<file path="config.mk">
export PLATFORM = sky130hd
export DESIGN_NAME = secuenciador_bus_rtc
export DESIGN_NICKNAME = d
export VERILOG_FILES = /design/src/rtl/secuenciador_bus_rtc.sv
export SDC_FILE = /design/constraint.sdc
export NUM_CORES = 1
export LEC_CHECK = 0
export BUFFER_PORTS_ARGS = -buffer_cell sky130_fd_sc_hd__buf_2
export CAP_MARGIN = 20
export CELL_PAD_IN_SITES_DETAIL_PLACEMENT = 1
export CELL_PAD_IN_SITES_GLOBAL_PLACEMENT = 1
export CORE_ASPECT_RATIO = 0.8
export CORE_MARGIN = 5
export CORE_UTILIZATION = 37
export CTS_CLUSTER_SIZE = 12
export DETAILED_ROUTE_END_ITERATION = 10
export PLACE_DENSITY_LB_ADDON = 0.1
export REMOVE_ABC_BUFFERS = 1
export SLEW_MARGIN = 5
export SYNTH_ARGS = -nofsm -noshare
export SYNTH_HDL_FRONTEND = slang
export SYNTH_SLANG_ARGS = --single-unit
</file>
<file path="constraint.sdc">
create_clock -name clk_i -period 1.5 [get_ports clk_i]
set_clock_uncertainty 0.15 [all_clocks]
set_input_delay 0.225 -clock clk_i [delete_from_list [all_inputs] [get_ports clk_i]]
set_output_delay 0.225 -clock clk_i [all_outputs]
set_load 0.005 [all_outputs]
</file>
<file path="src/rtl/secuenciador_bus_rtc.sv">
// Access sequencer for a multiplexed-bus RTC: an address phase, then a data phase,
// then a recovery gap. Every phase is timed by one shared 4-bit counter.
// All outputs come from registers. The FSM state leads its outputs by one clock.
module secuenciador_bus_rtc #(
    parameter int unsigned T_SU  = 2,   // setup/hold phase length, 1..15
    parameter int unsigned T_ACC = 4,   // strobe width, 1..15
    parameter int unsigned T_REC = 7    // recovery length, 1..15
) (
    input  logic       clk_i,
    input  logic       rst_ni,
    input  logic       start,
    input  logic       rw,
    input  logic [7:0] addr,
    input  logic [7:0] wdata,
    input  logic [7:0] ad_in,
    output logic       cs_n,
    output logic       rd_n,
    output logic       wr_n,
    output logic       ad_n,
    output logic [7:0] ad_out,
    output logic       ad_oe,
    output logic [7:0] rdata,
    output logic       busy,
    output logic       done
);

    typedef enum logic [2:0] {
        IDLE, ADDR_SU, ADDR_STB, ADDR_HLD, DATA_SU, DATA_STB, DATA_HLD, RECOV
    } state_e;

    localparam logic [3:0] SU_M1  = 4'(T_SU - 1);
    localparam logic [3:0] ACC_M1 = 4'(T_ACC - 1);
    localparam logic [3:0] REC_M1 = 4'(T_REC - 1);

    state_e     state_q, state_d;
    logic [3:0] cnt_q, cnt_d;
    logic [3:0] len_m1;
    logic       rw_q, rw_d;
    logic [7:0] addr_q, addr_d;
    logic [7:0] wdata_q, wdata_d;

    logic       cs_n_q, cs_n_d;
    logic       rd_n_q, rd_n_d;
    logic       wr_n_q, wr_n_d;
    logic       ad_n_q, ad_n_d;
    logic       ad_oe_q, ad_oe_d;
    logic [7:0] ad_out_q, ad_out_d;
    logic       busy_q, busy_d;
    logic       done_q, done_d;
    logic [7:0] rdata_q;

    // State, phase counter and request latches.
    always_ff @(posedge clk_i or negedge rst_ni) begin
        if (!rst_ni) begin
            state_q <= IDLE;
            cnt_q   <= '0;
            rw_q    <= 1'b0;
            addr_q  <= '0;
            wdata_q <= '0;
        end else begin
            state_q <= state_d;
            cnt_q   <= cnt_d;
            rw_q    <= rw_d;
            addr_q  <= addr_d;
            wdata_q <= wdata_d;
        end
    end

    // Next state: IDLE waits for start. Every other state runs for its own
    // length and then moves to the next state in a fixed order.
    always_comb begin
        state_d = state_q;
        cnt_d   = cnt_q;
        rw_d    = rw_q;
        addr_d  = addr_q;
        wdata_d = wdata_q;
        case (state_q)
            ADDR_STB, DATA_STB: len_m1 = ACC_M1;
            RECOV:              len_m1 = REC_M1;
            default:            len_m1 = SU_M1;
        endcase
        if (state_q == IDLE) begin
            cnt_d = '0;
            if (start) begin
                state_d = ADDR_SU;
                rw_d    = rw;
                addr_d  = addr;
                wdata_d = wdata;
            end
        end else if (cnt_q == len_m1) begin
            cnt_d = '0;
            case (state_q)
                ADDR_SU:  state_d = ADDR_STB;
                ADDR_STB: state_d = ADDR_HLD;
                ADDR_HLD: state_d = DATA_SU;
                DATA_SU:  state_d = DATA_STB;
                DATA_STB: state_d = DATA_HLD;
                DATA_HLD: state_d = RECOV;
                default:  state_d = IDLE;
            endcase
        end else begin
            cnt_d = cnt_q + 4'd1;
        end
    end

    // Bus outputs decoded from the current state. They are registered below,
    // so they appear one clock after the state.
    always_comb begin
        cs_n_d   = 1'b1;
        rd_n_d   = 1'b1;
        wr_n_d   = 1'b1;
        ad_n_d   = 1'b1;
        ad_oe_d  = 1'b0;
        ad_out_d = '0;
        busy_d   = (state_q != IDLE);
        done_d   = 1'b0;
        case (state_q)
            ADDR_SU, ADDR_HLD: begin
                cs_n_d   = 1'b0;
                ad_n_d   = 1'b0;
                ad_oe_d  = 1'b1;
                ad_out_d = addr_q;
            end
            ADDR_STB: begin
                // The address is latched on wr_n for both reads and writes.
                cs_n_d   = 1'b0;
                ad_n_d   = 1'b0;
                ad_oe_d  = 1'b1;
                ad_out_d = addr_q;
                wr_n_d   = 1'b0;
            end
            DATA_SU, DATA_HLD: begin
                cs_n_d   = 1'b0;
                ad_oe_d  = !rw_q;
                ad_out_d = rw_q ? 8'h00 : wdata_q;
            end
            DATA_STB: begin
                cs_n_d   = 1'b0;
                ad_oe_d  = !rw_q;
                ad_out_d = rw_q ? 8'h00 : wdata_q;
                if (rw_q) rd_n_d = 1'b0;
                else      wr_n_d = 1'b0;
            end
            RECOV:   done_d = (cnt_q == 4'd0);
            default: ;
        endcase
    end

    // Output registers. Read data is sampled when rd_n rises. At that edge the
    // RTC is still driving the bus.
    always_ff @(posedge clk_i or negedge rst_ni) begin
        if (!rst_ni) begin
            cs_n_q   <= 1'b1;
            rd_n_q   <= 1'b1;
            wr_n_q   <= 1'b1;
            ad_n_q   <= 1'b1;
            ad_oe_q  <= 1'b0;
            ad_out_q <= '0;
            busy_q   <= 1'b0;
            done_q   <= 1'b0;
            rdata_q  <= '0;
        end else begin
            cs_n_q   <= cs_n_d;
            rd_n_q   <= rd_n_d;
            wr_n_q   <= wr_n_d;
            ad_n_q   <= ad_n_d;
            ad_oe_q  <= ad_oe_d;
            ad_out_q <= ad_out_d;
            busy_q   <= busy_d;
            done_q   <= done_d;
            if (!rd_n_q && rd_n_d) rdata_q <= ad_in;
        end
    end

    assign cs_n   = cs_n_q;
    assign rd_n   = rd_n_q;
    assign wr_n   = wr_n_q;
    assign ad_n   = ad_n_q;
    assign ad_oe  = ad_oe_q;
    assign ad_out = ad_out_q;
    assign busy   = busy_q;
    assign done   = done_q;
    assign rdata  = rdata_q;

endmodule

</file>
=== Yosys cells after proc, flatten, opt, wreduce, memory -nomap -nowiden ===
Cells that the tools add are included.
W data, S select, Z words.

* Add/sub/neg operators: 1
* Equal/unequal tests: 9
* Mux-type cells: 17
* Reductions and logical operators: 13

{| class="wikitable"
|+ Operator list
! kind !! count
|-
| $pmux W3 S6 || 1
|-
| $pmux W8 S2 || 1
|-
| $eq A3 B3 Y1 const B || 4
|-
| $mux W3 || 3
|-
| $mux W4 || 2
|-
| $mux W8 || 1
|-
| $eq A3 B2 Y1 const B || 2
|-
| $mux W1 || 6
|-
| $pmux W3 S2 || 1
|-
| $reduce_or A3 Y1 || 2
|-
| $reduce_or A6 Y1 || 1
|-
| $add A4 B1 Y4 const B || 1
|-
| $eq A4 B4 Y1 || 1
|-
| $logic_not A4 Y1 || 1
|-
| $pmux W1 S2 || 2
|-
| $reduce_and A2 Y1 || 2
|-
| $eq A3 B1 Y1 const B || 1
|-
| $logic_not A3 Y1 || 1
|-
| $reduce_bool A3 Y1 || 1
|-
| $logic_not A1 Y1 || 2
|-
| $ne A2 B2 Y1 const B || 1
|-
| $reduce_bool A2 Y1 || 1
|-
| $reduce_or A2 Y1 || 1
|-
| $logic_and A1 B1 Y1 || 1
|}

* Register bits: 47
* Logic and storage cells: 54

=== Depth between registers and ports, before layout ===
* Depth in word-level cells: 6
* Depth in mapped cells: 7
* Gate-level depth less buffers: 4

=== Worst setup path before layout ===
No wires, ideal clock.

* Kind: reg2reg
* From: reg state_q[1]
* To: reg addr_q[2]
* Library setup time: 125 ps
* Arrival: 1402 ps
* Data required time: 1225 ps
* Slack: -177 ps
* Stages on the path, launching flop included: 7
* Buffers on the path: 3
* Clock period less this slack: 1677 ps
* Cell sequence: dfrtp_1 > buf_6 > nor3_4 > and2_4 > buf_12 > buf_12 > mux2_4

* Word-level cells in the longest chain between the ends: 2

{| class="wikitable"
|+ RTL lines
! what !! RTL line !! RTL
|-
| start, declared || 35 || <nowiki>state_e state_q, state_d;</nowiki>
|-
| start signal, assigned || 61 || <nowiki>state_q <= state_d;</nowiki>
|-
| $logic_not A3 Y1 || 82 || <nowiki>if (state_q == IDLE) begin</nowiki>
|-
| $reduce_and A2 Y1 (no source line) || n/a ||
|-
| end signal, assigned || 64 || <nowiki>addr_q <= addr_d;</nowiki>
|-
| end, declared || 39 || <nowiki>logic [7:0] addr_q, addr_d;</nowiki>
|}

No other way between the ends.
A chain may end at the register's enable or synchronous reset.

=== Worst setup path after layout ===
* From: reg state_q[2]
* To: reg addr_q[6]

The elaborated chain is that of the path after synthesis.

==> flow_summary.toml <==
[status]
status = "finished, violations left"
violations = "negative setup slack"

[yosys]
syn-instance-count = 138
synth.area.mux_share = 0.1561
synth_fa_ha_area_frac = 0.01274
synth_top_family_by_area = "multiplexers"
synth.top_cell.area_share = 0.5478
yosys.area_share.simple = 0.08535
synth_flop_cell = "dfrtp_1"
synth_xor_area_frac = 0.01783
synthArstFlopShare = 1.000
synth_compound_area_frac = 0.08025
avgSynthCellArea_um2 = 14.23
ys_top_cells_by_area = "dfrtp_1 (55%), mux2_2 (9.7%), dfstp_2 (5.4%)"
ys_ff_latch = 47
synth_cell_type_count = 34
synth_edf_count = 0
yosys_warnings = 0
synthesis.area_mm2 = 0.001964
yosysTopAreaCell = "dfrtp_1"
ys_seq_area_frac = 0.6013

[placed_design]
place_hpwl_mm = 3.219
routabilityCongestion = 0.7218
port_buffers = 50
place_inst = 264
pre_cts_ws_ns = -0.1635

[detailed_routing]
drt-pass1-iter-count = 4
postRouteAntennaNets = 0
first_iter_violations = 45
drc = 0
via_per_inst = 4.829
vias = 1444
avgRoutedWirePerCell_um = 16.58
wirelength_mm = 4.957

[clock_network]
root_buffer = "clkbuf_8"
clock_path_buffers = 2
clk_pin_slew_worst_paths_ns = 0.09
clock-sinks = 47
cts_tree = "done"
cts_buffers = 5
htree_num_levels = 2
clkLatencyLatePin_ns = 0.30

[critical_path]
path_max_fanout = 8
r2r_start = "state_q[2]"
cp.arrival_ns = 1.65
reg2regPathDepth = 3
cp-end-kind = "flop"
criticalPathCategory = "flop to flop"
required_ns = 1.54
regToRegSetupSlack_ns = -0.10
timing.rr.end = "addr_q[6]"
cp-start-kind = "flop"

[cells_and_area]
regArea_mm2 = 0.001185
drive_gt1_frac = 0.5401
multiInputGateArea_um2 = 797.0
antenna_cells = 0
final_cell_count_no_fill = 299
final_cell_mix = "buf_2 (50), dfrtp_1 (40), dlygate4sd3_1 (25)"
final_common_cell = "buf_2"
fin_nets = 266
nFillCells = 515
fin_util = 0.5736
syn_to_final_growth_pct = 47.90

[pwr]
finalPower_w = 0.006042
ir_drop_mv = 0.9737
p_leak_nw = 1.371
power.density_mw_per_mm2 = 2080

[timing]
fin_crit_sh = 1.068
slew_violations = 0
max_freq_mhz = 624.1
setup_ws_ns = -0.1024
relSlewSlack = 0.7939
worstMarginPinSlew_ns = 0.3027
final_hold_viol_count = 0
setup_viol = 29
rsz0062_at_grt = "true"
period_minus_slack_ns = 1.602

[grt]
antenna_found_initial = 0
grt.total_usage = 0.1535
grt_pass1_vias = 1621
grt_overflow = 0
grt_start_max_net_pins = 48
grt_pass1_wl_mm = 8.079

[hold_path]
whs_endpoint = "rdata[0]"
hp-class = "input pin to flop"
hold_depth = 2
hp-start = "ad_in[0]"

[floorplanning]
start_util = 0.3878
coreArea_mm2 = 0.005065
dieArea_mm2 = 0.006875
die_h_um = 75.17
row_count = 23
die_w_um = 91.47
boundaryPins = 51

[job]
maxCapViolCount = 0
==> cells by family (layout without fill, tap and decap cells) <==
family,Yosys count,in the layout
compound gates,20,20
xor+xnor,4,4
fa+ha+maj,2,2
buf+inv,12,109
flops,47,47
mux,25,25
simple gates,28,30
==> layout make-up <==
class                   count  share of cell area
flip-flops and latches     47              0.4078
multi-input cells          81              0.2743
well taps                  62             0.02670
clock inverters             3             0.02326
clock buffers               5             0.02369
repair buffers             95              0.2364
inverters                   6            0.007752
==> cells in the mapped netlist, drive strengths merged, types with 2 or more instances <==
library cell and count:
a31oi 2, nand3 3, a22o 8, ha 2, inv 6, nor3b 2, xor2 2, a21oi 3
xnor2 2, nor3 3, mux2 24, o21ai 4, dfstp 4, buf 6, nand2 4, and3 3
or2 2, nor2 7, dfrtp 43
==> worst max-delay path: stages (launching register included) <==
cell,delay (ns)
dfrtp_2,0.46
nor3_4,0.27
and2_4,0.30
mux2_4,0.32
==> flip-flops by register name, indices dropped and copies added, names as in the netlist <==
signal   count
wdata_q      8
rw_q         1
ad_oe        1
state_q      3
rd_n         1
cs_n         1
wr_n         1
done         1
ad_n         1
busy         1
cnt_q        4
addr_q       8
ad_out       8
rdata        8
==> where the power goes <==
group | internal [W] | switching [W] | leakage, nW
Sequential | 0.00190 | 0.000392 | 0.558
Clock | 0.000664 | 0.000438 | 0.0644
Combinational | 0.00153 | 0.00112 | 0.749
==> per-stage QoR <==
| step | cell area (um2) | setup TNS (ns) | hold WS [ns] |
|---|---|---|---|
| after detailed placement | 2386 | -3.662 | 0.08109 |
| final | 2905 | -1.849 | 0.01679 |
| after floorplan | 1896 | -4.467 | -0.2206 |
| after global placement | 2386 | -1.971 | 0.07258 |
| after global routing | 2905 | -3.453 | 0.006585 |
| after CTS | 2844 | -2.107 | 0.0006784 |
==> worst max-delay path by stage <==
stage               startpoint    endpoint  depth (start not counted)
finish              state_q[2]   addr_q[6]                          3
detailed placement  state_q[2]   addr_q[0]                          3
global placement    state_q[2]  wdata_q[5]                          3
global route        state_q[2]  wdata_q[1]                          3
CTS                 state_q[2]   addr_q[2]                          3
floorplan           state_q[2]   addr_q[0]                          3
==> repair_timing <==
| item | CTS | global route |
|---|---|---|
| setup buffers | 1 | 0 |
| pin swaps | 4 | 4 |
| hold endpoints to repair | 70 | 1 |
| cloned | 2 | 0 |
| hold buffers | 24 | 1 |
| resized for setup | 15 | 12 |
| setup endpoints to repair | 38 | 35 |
==> layer usage <==
layer  wire length (um)  track usage  share of wire  up-vias
met3                326      0.05495          0.066        5
met1               2197       0.1904           0.44      719
met5                  0            0              0        -
met2               2377       0.2542           0.48       41
li1                   -            -              -      679
met4                 55      0.04886          0.011        0
Power figures use the tool's default switching activity.
